<file path="src/rtl/bcd_scan_display.sv">
// rtl/bcd_scan_display.sv - serial double-dabble BCD converter driving a 3-digit multiplexed 7-seg display
//
// Converts an 8-bit binary value to three BCD digits (one bit per clock) and
// scans the latched result onto a common-anode, active-low 7-segment display.
//
// Ports:
//   clk       system clock
//   reset     asynchronous, active-low reset
//   value_in  8-bit binary value, captured on start while idle
//   start     single-cycle conversion request (ignored while busy)
//   blank_en  1 = blank leading zeros on hundreds/tens
//   busy      high while a conversion is shifting
//   bcd_out   latched result {hundreds, tens, ones}
//   seg_7     active-low segments {a,b,c,d,e,f,g}
//   an        active-low digit enables: [0] ones, [1] tens, [2] hundreds
`timescale 1ns/1ps
module bcd_scan_display #(
  parameter int SCAN_DIV = 16
) (
  input  logic        clk,
  input  logic        reset,
  input  logic [7:0]  value_in,
  input  logic        start,
  input  logic        blank_en,
  output logic        busy,
  output logic [11:0] bcd_out,
  output logic [6:0]  seg_7,
  output logic [2:0]  an
);

  typedef enum logic {IDLE, SHIFT} state_t;

  state_t      state, state_nxt;
  logic [7:0]  shift_q, shift_nxt;
  logic [11:0] work_q, work_nxt, work_adj;
  logic [2:0]  step_q, step_nxt;
  logic [11:0] bcd_nxt;

  // Add-3 correction applied before every shift keeps each nibble a valid
  // decimal digit after doubling.
  always_comb begin
    work_adj = work_q;
    for (int n = 0; n < 3; n++) begin
      if (work_q[n*4 +: 4] >= 4'd5)
        work_adj[n*4 +: 4] = work_q[n*4 +: 4] + 4'd3;
    end
  end

  always_comb begin
    state_nxt = state;
    shift_nxt = shift_q;
    work_nxt  = work_q;
    step_nxt  = step_q;
    bcd_nxt   = bcd_out;
    case (state)
      IDLE: begin
        if (start) begin
          shift_nxt = value_in;
          work_nxt  = 12'd0;
          step_nxt  = 3'd0;
          state_nxt = SHIFT;
        end
      end
      SHIFT: begin
        {work_nxt, shift_nxt} = {work_adj, shift_q} << 1;
        step_nxt = step_q + 3'd1;
        // Eighth shift: the shifted work value is the finished result.
        if (step_q == 3'd7) begin
          bcd_nxt   = work_nxt;
          state_nxt = IDLE;
        end
      end
      default: state_nxt = IDLE;
    endcase
  end

  always_ff @(posedge clk or negedge reset) begin
    if (!reset) begin
      state   <= IDLE;
      shift_q <= 8'd0;
      work_q  <= 12'd0;
      step_q  <= 3'd0;
      bcd_out <= 12'd0;
    end else begin
      state   <= state_nxt;
      shift_q <= shift_nxt;
      work_q  <= work_nxt;
      step_q  <= step_nxt;
      bcd_out <= bcd_nxt;
    end
  end

  assign busy = (state == SHIFT);

  // Display scan
  logic [SCAN_DIV-1:0] refresh_q;
  logic [1:0]          digit_idx;
  logic                scan_tick;
  logic [3:0]          nibble;
  logic                blank;
  logic [6:0]          seg_nxt;
  logic [2:0]          an_nxt;

  assign scan_tick = &refresh_q;

  always_ff @(posedge clk or negedge reset) begin
    if (!reset) begin
      refresh_q <= '0;
      digit_idx <= 2'd0;
    end else begin
      refresh_q <= refresh_q + {{(SCAN_DIV-1){1'b0}}, 1'b1};
      if (scan_tick)
        digit_idx <= (digit_idx == 2'd2) ? 2'd0 : digit_idx + 2'd1;
    end
  end

  always_comb begin
    nibble = bcd_out[3:0];
    an_nxt = 3'b110;
    blank  = 1'b0;
    case (digit_idx)
      2'd0: begin
        nibble = bcd_out[3:0];
        an_nxt = 3'b110;
      end
      2'd1: begin
        nibble = bcd_out[7:4];
        an_nxt = 3'b101;
        blank  = blank_en && (bcd_out[11:8] == 4'd0) && (bcd_out[7:4] == 4'd0);
      end
      default: begin
        nibble = bcd_out[11:8];
        an_nxt = 3'b011;
        blank  = blank_en && (bcd_out[11:8] == 4'd0);
      end
    endcase
  end

  always_comb begin
    seg_nxt = 7'b1111111;
    case (nibble)
      4'd0: seg_nxt = 7'b0000001;
      4'd1: seg_nxt = 7'b1001111;
      4'd2: seg_nxt = 7'b0010010;
      4'd3: seg_nxt = 7'b0000110;
      4'd4: seg_nxt = 7'b1001100;
      4'd5: seg_nxt = 7'b0100100;
      4'd6: seg_nxt = 7'b0100000;
      4'd7: seg_nxt = 7'b0001111;
      4'd8: seg_nxt = 7'b0000000;
      4'd9: seg_nxt = 7'b0001100;
      default: seg_nxt = 7'b1111111;
    endcase
    if (blank)
      seg_nxt = 7'b1111111;
  end

  // an and seg_7 register together so the digit enable and its segments
  // always switch on the same edge.
  always_ff @(posedge clk or negedge reset) begin
    if (!reset) begin
      an    <= 3'b110;
      seg_7 <= 7'b0000001;
    end else begin
      an    <= an_nxt;
      seg_7 <= seg_nxt;
    end
  end

endmodule

</file>
<file path="config.mk">
export PLATFORM = sky130hd
export DESIGN_NAME = bcd_scan_display
export DESIGN_NICKNAME = d
export VERILOG_FILES = /design/src/rtl/bcd_scan_display.sv
export SDC_FILE = /design/constraint.sdc
export NUM_CORES = 1
export LEC_CHECK = 0
export BUFFER_PORTS_ARGS = -buffer_cell sky130_fd_sc_hd__buf_2
export CAP_MARGIN = 10
export CORE_ASPECT_RATIO = 1.75
export CORE_MARGIN = 2
export CORE_UTILIZATION = 30
export CTS_CLUSTER_DIAMETER = 50
export CTS_CLUSTER_SIZE = 16
export DETAILED_ROUTE_END_ITERATION = 8
export PLACE_DENSITY = 0.5
export SLEW_MARGIN = 20
export SYNTH_ARGS = -nofsm -noshare
export SYNTH_HDL_FRONTEND = slang
export SYNTH_SLANG_ARGS = --single-unit
</file>
<file path="constraint.sdc">
create_clock -name clk -period 6.2 [get_ports clk]
set_clock_uncertainty 0.2 [all_clocks]
set_input_delay 0.31 -clock clk [delete_from_list [all_inputs] [get_ports clk]]
set_output_delay 0.31 -clock clk [all_outputs]
set_load 0.005 [all_outputs]
</file>
# ---- Word-level counts from Yosys, hierarchy flattened
# Memory sizes are Yosys's and may differ from the RTL's.
# Cells that the tools add are included.
dict set report totals {
  regBits 64
  latchBits 0
  ramBits 0
  rom_bits 112
  input_bits 12
  elab_cells 48
  n_memories 1
}
dict set report op_classes {
  addsub 6
  n_mul 0
  div_mod_pow 0
  n_lt_le_gt_ge 3
  n_eq_ne 4
  shifts 0
  n_mux 17
  bitwise 1
  reduce_logical 7
}
# memory words word_bits rd rd_ports_with_merged_regs write_ports line
set memory_table {}
lappend memory_table {{(no name shown)} 16 7 1 0 0 141} ;# case (nibble)
# op count
set ops {}
lappend ops {{$pmux W12 S2} 1}
lappend ops {{$add A16 B1 Y16 const B} 1}
lappend ops {{$pmux W8 S2} 1}
lappend ops {{$reduce_and A16 Y1} 1}
lappend ops {{$ge A4 B3 Y1 const B} 3}
lappend ops {{$mux W12} 1}
lappend ops {{$pmux W3 S2} 2}
lappend ops {{$add A4 B2 Y4 const B} 2}
lappend ops {{$logic_not A4 Y1} 2}
lappend ops {{$mux W4} 2}
lappend ops {{$mux W8} 1}
lappend ops {{$pmux W4 S2} 1}
lappend ops {{$mux W7} 1}
lappend ops {{$mux W3} 2}
lappend ops {{$pmux W1 S2} 2}
lappend ops {{$add A3 B1 Y3 const B} 1}
lappend ops {{$add A3 B2 Y3 const B} 1}
lappend ops {{$eq A3 B3 Y1 const B} 1}
lappend ops {{$add A2 B1 Y2 const B} 1}
lappend ops {{$eq A2 B1 Y1 const B} 1}
lappend ops {{$eq A2 B2 Y1 const B} 1}
lappend ops {{$logic_and A1 B1 Y1} 2}
lappend ops {{$logic_not A2 Y1} 1}
lappend ops {{$mux W1} 2}
lappend ops {{4 further kinds} 4}

# ---- Depth between registers and ports, before layout
dict set report logic_depth {
  ltp_word 5
  mapped_depth 9
  depth_no_buf 8
}

# ---- Worst setup path after synthesis
# OpenSTA, ideal clock, no wires.
dict set report synth_path {
  kind {register to register}
  from {reg digit_idx[0]}
  to {reg seg_7[3]}
  setup_time_ns 0.128
  arrival_ns 1.682
  required_time_ns 5.872
  path_slack_ns 4.189
  path_stages_with_launch 10
  n_path_buf 1
  path_cell_list {dfrtp_1 -> buf_6 -> mux2_2 -> mux2i_1 -> inv_1 -> ha_1 -> inv_1 -> o211ai_1 -> a21oi_1 -> o21ai_0}
}
dict set report synth_via {
  elab_chain_len 4
  word_cells_on_any_way 6
  classes_between {1 x eq/ne; 3 x mux; 1 x reduce/logical; 1 x memory}
}
# item line
set synth_rtl {}
lappend synth_rtl {{from (decl)} 97} ;# logic [1:0] digit_idx;
lappend synth_rtl {{from (signal assigned)} 113} ;# digit_idx <= (digit_idx == 2'd2) ? 2'd0 : digit_idx + 2'd1;
lappend synth_rtl {{$eq A2 B1 Y1 / $logic_not A2 Y1 (equally long branches)} 121} ;# case (digit_idx)
lappend synth_rtl {{$pmux W4 S2} 121}
lappend synth_rtl {{$mem_v2 Z16 W7} --}
lappend synth_rtl {{$mux W7 (*)} 154} ;# if (blank)
lappend synth_rtl {{named net seg_nxt[3]} 101} ;# logic [6:0] seg_nxt;
lappend synth_rtl {{to (signal assigned)} 166} ;# seg_7 <= seg_nxt;
lappend synth_rtl {{to (decl)} 27} ;# output logic [6:0] seg_7,
# Mark *: on every way through the listed nets, which the timed path passes. The rest lies on a longest branch.
# A chain may end at the register's enable or synchronous reset.

# ---- Worst setup path after layout
dict set report layout_path {
  from {reg digit_idx[1]}
  to {reg seg_7[3]}
}
# The elaborated chain is that of the path after synthesis.

==> run metrics <==
mapped cell area=3070 sq um; top cells by area, synth=dfrtp_1 50%, mux2i_1 9.5%, ha_1 5.7%, nand2_1 4.8%, xnor2_1 4.3%; family with the most delay on the worst path=flip-flops; Max Slew Vio Count=0; DR DRC count=0; DIE WIDTH=80.5 microns; full die area=11100 sq um; CP max stage delay=0.54 ns; CP max stage cell=dfrtp_1; IO Port Bufs=34; overall fraction of global-route tracks in use=0.124; crit path kind=reg -> reg; area grow syn2layout=19.9%; stages on the worst setup path=8; DR WL/cell=13.3 microns; Max IR drop VDD=0.196 mV; post-CTS setup buffers=0; worst r2r src=digit_idx[1]; # rows=48; Crit path arrival time=2.36 ns; dpl cell area=3360 sq um; worst endpoint required time=6.20 ns; min Tclk post-route=2.35 ns; Final GP Congestion=0.843; Tightest Pin Transition=0.814 ns; commonest non-fill, non-tap cell in the layout=dfrtp_1; FF+latch count, synth=64; synthesized instance count=281; final hold vios=0; post-route setup TNS=0 ns; R2R Path End=seg_7[3]; Ports=35; GRT overflow=0; Final nets=345; clock sinks=64; Pwr Density=470 nW/um^2; first-pass GRT wire length=10300 microns; Leak=1.78 nW; Yosys warnings=0; Hold Path Class=in -> reg; Max transition margin=0.458; vias in the first global route=2145; Layout Utilization=0.372; Cell Chain, Critical Path=clkinv_1 > mux2i_1 > inv_1 > ha_1 > inv_1 > o211ai_1 > a21oi_1 > o21ai_0; Crit. Startpoint=digit_idx[1]; Total Power=1.73 mW; ratio of cells with drive above 1 in the final layout=0.204; DR vias/cell=4.70; post-route cell area=3680 sq um; ANT cells=0; CTS tree=built; largest net degree at the start of global routing=65; cts repair resizes=0; setup slack, reg-to-reg=3.85 ns; Setup-failing EPs final=0; Num CTS Buffers=9; WL final=5990 microns; Final period util=0.380; Crit. End Element=flip-flop; outcome=finished, final reports clean; initial antenna violation count=0; core area=9910 sq um; Die Ht=138 microns; Worst setup endpoint=seg_7[3]; Fin Hold WS=0.0313 ns; Critical Path Source Type=flip-flop; CTS max path bufs=2; Synth Net Count=307; Clk Latency, worst-skew pair=0.33 ns; # hold bufs at CTS=1; Fmax=425 MHz; commonest cells after routing, fill and taps aside=61 x dfrtp_1, 39 x nand2_1, 34 x buf_2; max_cap viols=0; worst reg-to-reg path cell count=8; Yosys cell types=35; Synth area leader=dfrtp_1; drt pass-1 iters=4; Routed Antenna Nets=0; H-tree depth=3; Seq/Total Area, Yosys=0.523; Clock Tree Root=clkbuf_16; critical path's most frequent cell=inv_1; clk slew on worst S/H paths=0.05 ns; syn_area_per_cell=10.9 sq um; Starting Density=0.310; RSZ-0062 raised after global routing=false; worst-path fanout max=12; DRT iter0 DRCs=90; Vias=2111; post-synth top area share=0.497; DP HPWL=4260 microns; worst path buffer plus inverter count=3
[synth_stat cells (all sizes together)]
master,number
nand3,7
o311ai,1
ha,14
and3,3
nor3,3
clkinv,2
nand2,39
dfstp,3
nand4,4
nor4,1
o211ai,7
o31ai,1
a22o,2
or4b,1
mux2,6
buf,7
inv,14
clkbuf,3
o21ai,26
a21o,3
dfrtp,61
o21a,1
mux2i,29
xnor2,15
nand2b,4
nor3b,8
nor2,5
a21oi,9
xor2,2
[worst register-to-register path: cells and delay by family, from the launching register on]
kind	cells	cell delay, ns
buffers and inverters	3	0.50
adder cells (fa/ha/maj)	1	0.23
multiplexers	1	0.44
AO/OA/AOI/OAI	3	0.31
flip-flops	1	0.54
[stage by stage]
stage | setup slack [ns] | cells
4_1_cts | 3.83 | 449
2_1_floorplan | 4.19 | 281
3_3_place_gp | 3.93 | 432
6_report | 3.85 | 449
5_1_grt | 3.62 | 449
3_5_place_dp | 3.84 | 432
[flip-flops by register name, summed over array words and instances, names as in the netlist]
register and cells:
refresh_q 16, bcd_out 12, work_q 12, shift_q 8, seg_7 7, an 3
step_q 3, digit_idx 2, busy 1
[cells by family (layout without fill, tap and decap cells)]
family	count (synthesis)	after routing	synth area share
AO/OA/AOI/OAI	50	50	0.0990
XOR/XNOR	17	17	0.0485
adder cells (fa/ha/maj)	14	14	0.0570
buffers and inverters	26	69	0.0358
flip-flops	64	64	0.523
multiplexers	35	35	0.116
AND/OR/NAND/NOR	75	75	0.121
[worst min-delay path by stage]
stage	startpoint	end	slack [ns]	depth (start not counted)
2_1_floorplan	reset	an[0]	-0.19	0
3_3_place_gp	refresh_q[14]	refresh_q[14]	0.26	1
3_5_place_dp	refresh_q[12]	refresh_q[12]	0.26	1
6_report	value_in[0]	shift_q[0]	0.03	3
4_1_cts	value_in[0]	shift_q[0]	0.02	3
5_1_grt	value_in[0]	shift_q[0]	0.05	3
[routing by layer]
layer / track usage / wire length [microns] / part of all wire
met5: 0 / 0 / 0
met4: 0.0650 / 116 / 0.019
met3: 0.0371 / 236 / 0.039
met1: 0.139 / 2540 / 0.42
met2: 0.208 / 3100 / 0.52
[area by class of cell]
| class | count | area [sq um] |
|---|---|---|
| clock buffer | 13 | 270 |
| clock inverter | 3 | 40.0 |
| fill | 1005 | 6230 |
| inverter | 16 | 60.1 |
| multi-input combinational | 191 | 1360 |
| sequential | 64 | 1610 |
| tap | 125 | 156 |
| timing repair buffer | 37 | 195 |
[report_power, final]
part,internal (mW),total [mW],leakage (nW),switching [mW]
Clock,0.342,0.519,0.156,0.177
Sequential,0.550,0.644,0.813,0.0937
Combinational,0.269,0.567,0.809,0.298
Power figures use the tool's default switching activity.
